File: src/rtl/eth_parser_input_arbiter.sv
// Frame-level arbiter feeding a single ethernet_frame_parser AXI4-Stream input.
// One ingress stream is granted at a time. The grant is held until that stream's tlast
// beat is accepted, and the granted index is presented on m_axis_tid for the whole frame.
//
// Ports:
//   clk, rst       clock (rising edge), asynchronous active-high reset
//   s_axis_*       NUM_PORTS ingress streams; port i data at [i*DATA_WIDTH +: DATA_WIDTH]
//   m_axis_*       single egress stream towards the parser, plus m_axis_tid source index
//   busy           high while a grant is held
//
// Build option: define ETH_ARB_STRICT_PRIO_EN for strict lowest-index-wins priority;
// by default arbitration is round-robin.
module eth_parser_input_arbiter #(
  parameter int unsigned NUM_PORTS  = 4,
  parameter int unsigned DATA_WIDTH = 64,
  parameter int unsigned ID_W       = $clog2(NUM_PORTS)
) (
  input  logic                            clk,
  input  logic                            rst,
  input  logic [NUM_PORTS*DATA_WIDTH-1:0] s_axis_tdata,
  input  logic [NUM_PORTS-1:0]            s_axis_tvalid,
  output logic [NUM_PORTS-1:0]            s_axis_tready,
  input  logic [NUM_PORTS-1:0]            s_axis_tlast,
  output logic [DATA_WIDTH-1:0]           m_axis_tdata,
  output logic                            m_axis_tvalid,
  input  logic                            m_axis_tready,
  output logic                            m_axis_tlast,
  output logic [ID_W-1:0]                 m_axis_tid,
  output logic                            busy
);

  typedef enum logic [0:0] {StIdle, StPass} state_e;

  state_e          state_q, state_d;
  logic [ID_W-1:0] grant_q, grant_d;
  logic            win_valid;
  logic [ID_W-1:0] win_idx;

`ifdef ETH_ARB_STRICT_PRIO_EN
  // Lowest-index requester wins.
  always_comb begin
    win_valid = 1'b0;
    win_idx   = '0;
    for (int k = 0; k < NUM_PORTS; k++) begin
      if (!win_valid && s_axis_tvalid[k]) begin
        win_valid = 1'b1;
        win_idx   = ID_W'(k);
      end
    end
  end
`else
  localparam int unsigned CW = ID_W + 1;

  logic [ID_W-1:0]      last_grant_q, last_grant_d;
  logic [ID_W-1:0]      start_idx;
  logic [NUM_PORTS-1:0] req_rot;
  logic [CW-1:0]        cand;

  // Rotate the request vector so bit 0 is the port after the last winner, then take the
  // first set bit. The wrap back to a port index is an explicit subtract, so non-power-of-two
  // port counts work.
  always_comb begin
    win_valid = 1'b0;
    win_idx   = '0;
    cand      = '0;
    if (last_grant_q == ID_W'(NUM_PORTS - 1)) begin
      start_idx = '0;
    end else begin
      start_idx = last_grant_q + 1'b1;
    end
    req_rot = NUM_PORTS'({s_axis_tvalid, s_axis_tvalid} >> start_idx);
    for (int k = 0; k < NUM_PORTS; k++) begin
      if (!win_valid && req_rot[k]) begin
        win_valid = 1'b1;
        cand      = {1'b0, start_idx} + CW'(k);
        if (cand >= CW'(NUM_PORTS)) begin
          cand = cand - CW'(NUM_PORTS);
        end
        win_idx = cand[ID_W-1:0];
      end
    end
  end

  assign last_grant_d = (state_q == StIdle && win_valid) ? win_idx : last_grant_q;
`endif

  // Next-state logic.
  always_comb begin
    state_d = state_q;
    grant_d = grant_q;
    unique case (state_q)
      StIdle: begin
        if (win_valid) begin
          state_d = StPass;
          grant_d = win_idx;
        end
      end
      StPass: begin
        if (m_axis_tvalid && m_axis_tready && m_axis_tlast) begin
          state_d = StIdle;
        end
      end
      default: state_d = StIdle;
    endcase
  end

  always_ff @(posedge clk or posedge rst) begin
    if (rst) begin
      state_q <= StIdle;
      grant_q <= '0;
    end else begin
      state_q <= state_d;
      grant_q <= grant_d;
    end
  end

`ifndef ETH_ARB_STRICT_PRIO_EN
  // Reset to the last port so port 0 is searched first.
  always_ff @(posedge clk or posedge rst) begin
    if (rst) begin
      last_grant_q <= ID_W'(NUM_PORTS - 1);
    end else begin
      last_grant_q <= last_grant_d;
    end
  end
`endif

  // Zero-latency mux from the registered grant; everything is quiet in IDLE.
  always_comb begin
    m_axis_tdata  = '0;
    m_axis_tlast  = 1'b0;
    m_axis_tvalid = 1'b0;
    s_axis_tready = '0;
    if (state_q == StPass) begin
      for (int k = 0; k < NUM_PORTS; k++) begin
        if (grant_q == ID_W'(k)) begin
          m_axis_tdata     = s_axis_tdata[k*DATA_WIDTH +: DATA_WIDTH];
          m_axis_tlast     = s_axis_tlast[k];
          m_axis_tvalid    = s_axis_tvalid[k];
          s_axis_tready[k] = m_axis_tready;
        end
      end
    end
  end

  assign m_axis_tid = grant_q;
  assign busy       = (state_q == StPass);

endmodule

File: config.mk
export PLATFORM = sky130hd
export DESIGN_NAME = eth_parser_input_arbiter
export DESIGN_NICKNAME = d
export VERILOG_FILES = /design/src/rtl/eth_parser_input_arbiter.sv
export SDC_FILE = /design/constraint.sdc
export NUM_CORES = 1
export LEC_CHECK = 0
export CORE_AREA = 2 2 131 133
export CTS_BUF_LIST = sky130_fd_sc_hd__clkbuf_8
export CTS_CLUSTER_SIZE = 40
export DETAILED_ROUTE_END_ITERATION = 10
export DIE_AREA = 0 0 133 135
export HOLD_SLACK_MARGIN = 0.1
export PLACE_DENSITY = 0.6
export SLEW_MARGIN = 15
export SYNTH_ARGS = -nofsm -noshare
export SYNTH_HDL_FRONTEND = slang
export SYNTH_SLANG_ARGS = --single-unit
File: constraint.sdc
create_clock -name clk -period 3.2 [get_ports clk]
set_clock_uncertainty 0.15 [all_clocks]
set_input_delay 0.64 -clock clk [delete_from_list [all_inputs] [get_ports clk]]
set_output_delay 0.64 -clock clk [all_outputs]
set_load 0.02 [all_outputs]
# --- Word-level counts from Yosys, hierarchy flattened ---
# Index checks and enable logic that the tools add are counted.
op_classes:
  n_addsub: 8
  order_cmp: 4
  n_eq_ne: 4
  n_shift: 1
  n_mux: 36
  bitwise_logic: 1
  reduce_logical: 11
op_table:
  columns: ["op", "count"]
  rows:
  - ["64-bit 2-to-1 mux", 5]
  - ["1-bit 2-to-1 mux", 20]
  - ["2-bit 2-to-1 mux", 9]
  - ["3-bit >= comparator, second input constant", 3]
  - ["8-bit by 2-bit >> shifter with 4-bit output", 1]
  - ["2-bit by 1-bit subtractor with 2-bit output, second input constant", 4]
  - ["2-bit by 2-bit adder with 3-bit output, second input constant", 2]
  - ["2-bit == test, second input constant", 3]
  - ["1-bit logical AND", 6]
  - ["4-bit 2-to-1 mux", 1]
  - ["2-bit by 1-bit adder with 3-bit output, second input constant", 1]
  - ["2-bit by 3-bit >= comparator with 1-bit output, second input constant", 1]
  - ["1-bit zero test", 3]
  - ["2-bit by 1-bit adder with 2-bit output, second input constant", 1]
  - ["2-bit by 1-bit == test with 1-bit output, second input constant", 1]
  - ["2-bit zero test", 1]
  - ["1-bit one-hot mux with 2 select lines", 1]
  - ["2-bit AND reduction", 1]
  - ["1-bit inverter", 1]
totals:
  register_bits: 5
  in_bits: 267
  output_inout_bits: 73
  elab_cells: 68

# --- Depth between registers and ports, before layout ---
logic_depth:
  depth_word: 15
  depth_mapped: 7
  depth_no_buf: 6

# --- Least setup slack after synthesis ---
# Ideal clock, no wire load.
synth_path:
  path_kind: "reg-to-output"
  from: "register grant_q[0] (netlist: m_axis_tid[0])"
  to: "output port m_axis_tdata[23]"
  arrival_ns: 1.640
  required_time_ns: 2.410
  slack_ns: 0.770
  path_stages_with_launch: 5
  n_path_buf: 2
  cell_sequence: "dfrtp_1 -> buf_4 -> buf_2 -> mux4_2 -> and2_1"
synth_between:
  elab_chain_len: 6
  elab_cells_between_ends: 9
  cone_classes: "eq/ne (3); mux (5); reduce/logical (1)"
synth_rtl:
  columns: ["item", "line", "text"]
  rows:
  - ["from (decl)", "35", "logic [ID_W-1:0] grant_q, grant_d;"]
  - ["from (signal assigned)", "113", "grant_q <= grant_d;"]
  - ["2-bit zero test", "136", "if (grant_q == ID_W'(k)) begin"]
  - ["64-bit 2-to-1 mux (3 in a row)", "136", null]
  - ["64-bit 2-to-1 mux *", "136", null]
  - ["64-bit 2-to-1 mux *", "134", "if (state_q == StPass) begin"]
  - ["to (decl)", "24", "output logic [DATA_WIDTH-1:0] m_axis_tdata,"]
# Mark *: on every way between the ends. The rest lies on a longest branch, timed or not.

# --- Worst setup path in the final report ---
layout_path:
  from: "input port s_axis_tvalid[0]"
  to: "output port m_axis_tvalid"
layout_between:
  elab_chain_len: 5
layout_rtl:
  columns: ["item", "line", "text"]
  rows:
  - ["from (decl)", "21", "input logic [NUM_PORTS-1:0] s_axis_tvalid,"]
  - ["1-bit 2-to-1 mux (4 in a row)", "136", null]
  - ["1-bit 2-to-1 mux", "134", null]
  - ["to (decl)", "25", "output logic m_axis_tvalid,"]
# No other way between the ends.

==> results.md <==
* Drt via density at 4.38
* Peak supply drop at 280 uV
* Synthesis-to-layout area growth at 140%
* Worst path most repeated cell: clkdlybuf4s50_1
* Slew @ Worst Pin at approximately 400 ps
* First-pass iteration count of the detailed router at 4
* GRT Total Usage at 16.0%
* Remaining Overflow, GRT at 0
* Mapped Nets at approximately 500
* DR DRC count at 0
* Dpl ws at 117 ps
* Hold path start: last_grant_q[1]
* Final period utilization at around 96%
* Footprint of the multi-input gates at 0.00232 sq mm
* Final Net Count at 822
* Setup CP Type: in2out
* GPL Wtd Cong at 0.832
* CTS tree: yes
* Worst reg2reg path endpoint: m_axis_tid[1]
* Vias in the first global route at 3691
* Worst hold path cell count at 2
* CTS Buffer Depth at 2
* Setup-failing EPs final at 0
* Final hold violation count at 0
* RSZ-0062 raised after global routing: no
* Share of the synthesized area in the top cell type at 56.6%
* Final slew viol count at 0
* Die area at 0.0180 sq mm
* Register-to-Register Setup Slack at 750 ps
* Clk slew on worst S/H paths at ~30 ps
* # rows at 47
* Clock Latency Late Sink at approximately 220 ps
* Syn Area/Cell at 11.4 sq um
* TritonCTS buffer count at 3
* Synthesized flop and latch total at 5
* Filler cells at about 1600
* Leakage at roughly 2.2 nW
* DP HPWL at around 13000 microns
* Post-cts sizing count at 0
* CP cell instances: clkdlybuf4s50_1, mux4_2, and2_1, clkdlybuf4s50_1
* Finished Core Util at between 30% and 40%
* Yosys top cell by area: mux4_2
* Initial drt markers at 88
* Postcts setup bufs at 0
* Fmax at roughly 320 MHz
* Synth warnings at 0
* First-pass GRT wire length at 22100 microns
* Wirelength per Cell at between 15 and 20 microns
* Min cycle time layout at 3080 ps
* Worst hold path type: reg2reg
* Max_cap viols at 0
* Storage cell area at 134 sq um
* Final Worst Setup Slack at 118 ps
* Post-Synthesis Cells at 230
* Worst-path maximum fanout at 2
* Setup TNS at 0 ps
* Hold EP: last_grant_q[1]
* CP Buf/Inv Count at 2
* Crit path max-delay cell type: clkdlybuf4s50_1
* CP Capture Type: output port
* Final WL at 15000 microns
* Finished layout cell area at 0.00630 sq mm
* RR Startpoint: last_grant_q[0]
* Die W at 133 microns
* Post-DP Area at roughly 0.0063 sq mm
* Top cells by area, synth: mux4_2 57%, and2_1 16%, dfrtp_1 2.9%, buf_2 2.7%, dfstp_2 2.0%
* Count of cell types in the netlist at slightly above 40
* Clock Sinks at 5
* Layout cell share with drive strength beyond 1 at 16.8%
* Core area at 0.0164 sq mm
* Initial antenna violation count at 1
* Cts hold-fix bufs at 0
* Main synth FF type: dfrtp_1
* Vias at 3387
* CP top delay family: buffers and inverters
* Asr flop ratio synth at 100%
* Seq/Total Area, Yosys at approximately 4.9%
* Antenna-violating nets left at 0
* Starting Density at approximately 16%
* Post-Syn Area at 0.00263 sq mm
* Die Y-Extent at 135 microns
* Worst EP required at 2410 ps
* R2R depth at 6
* Crit path largest cell delay at between 500 and 600 ps
* # port buffers at 339
* CP arrival at 2290 ps
* Largest net degree at the start of global routing at 37
* CTS Root Cell: clkbuf_8
* P per Cell Area at 687 mW/mm^2
* Ant diodes at 0
* Startpoint Class: primary input
* Status: finished, final reports clean
* H-tree depth at 1
* Rel. slew slack at between 70% and 80%
* I/O Pins at between 300 and 400
* Post-synth EDFFs at 0
-- routing by layer --
layer | global-route usage, % | share of wire (%)
met1 | 20.0 | 40
met2 | 29.1 | 51
met3 | 3.27 | 7.9
met4 | 2.21 | 0.98
met5 | 0 | 0
-- cell usage in the layout, fill, tap and decap left out, types with 2 or more instances in the layout --
master,instances
nor2_1,7
buf_4,10
dfstp_2,2
nor4bb_1,2
mux4_2,66
dfrtp_2,2
nor2b_1,2
buf_12,5
nor3_1,2
and2_1,68
a21oi_1,4
clkdlybuf4s50_1,334
clkbuf_8,3
a21o_1,3
inv_1,5
o211ai_1,2
nand2b_1,3
nand2_1,7
nand3b_1,3
-- metrics by stage --
| step | hold WS (ps) | power (mW) | instances |
|---|---|---|---|
| 3_5_place_dp | 379 | 4.28 | 769 |
| 2_1_floorplan | 267 | 2.54 | 230 |
| 6_report | 387 | 4.33 | 773 |
| 3_3_place_gp | 383 | 4.23 | 769 |
| 4_1_cts | 386 | 4.41 | 773 |
| 5_1_grt | 424 | 4.62 | 773 |
-- kinds of logic after synthesis --
| logic type | Yosys count | synth area share (%) |
|---|---|---|
| and+or+nand+nor | 102 | 24.1 |
| DFF | 5 | 4.86 |
| xor gates and xnor gates | 1 | 0.333 |
| muxes | 66 | 56.6 |
| AOI/OAI and AO/OA | 21 | 6.72 |
| adders and majority gates | 1 | 0.476 |
| buffers and inverters | 34 | 6.95 |
-- worst max path at each step --
stage                                  from          endpoint  cells after the start
after floorplan               m_axis_tid[0]  m_axis_tdata[23]                      4
after global placement    s_axis_tdata[191]  m_axis_tdata[63]                      4
after detailed placement  s_axis_tdata[191]  m_axis_tdata[63]                      4
after CTS                 s_axis_tdata[191]  m_axis_tdata[63]                      4
after global routing       s_axis_tvalid[1]     m_axis_tvalid                      4
final                      s_axis_tvalid[0]     m_axis_tvalid                      4
-- state kept, by name, summed over array words and instances (netlist names) --
register / flops
busy: 1
last_grant_q: 2
m_axis_tid: 2
-- power breakdown --
group          internal (mW)  switching (mW)  leakage [nW]
Sequential             0.104          0.0894        0.0526
Combinational           2.23            1.79          2.12
Clock                 0.0820          0.0288        0.0269
Total                   2.42            1.91          2.20
-- cell type report --
type / count / share of cell area [%]
sequential: 5 / 2.12
clock buffer: 3 / 0.655
inverter: 4 / 0.238
multi-input combinational: 191 / 36.8
tap: 220 / 4.37
timing repair buffer: 349 / 55.8
clock inverter: 1 / 0.0595
-- cells in the mapped netlist, types with 3 or more instances --
| master | instances |
|---|---|
| dfrtp_1 | 3 |
| a21o_1 | 3 |
| mux4_2 | 66 |
| nand2b_1 | 3 |
| buf_2 | 14 |
| inv_1 | 4 |
| clkbuf_1 | 8 |
| nand3b_1 | 3 |
| and2_1 | 68 |
| nand2_1 | 7 |
| buf_4 | 6 |
| nor2_1 | 7 |
| a21oi_1 | 4 |
-- tightest hold or removal path, delay by kind of cell (launching register included) --
family             cells  cell delay (ps)
AOI/OAI and AO/OA      1              110
DFF                    1              360
and+or+nand+nor        1               60
Note: power is estimated with default switching activity, not from simulation.
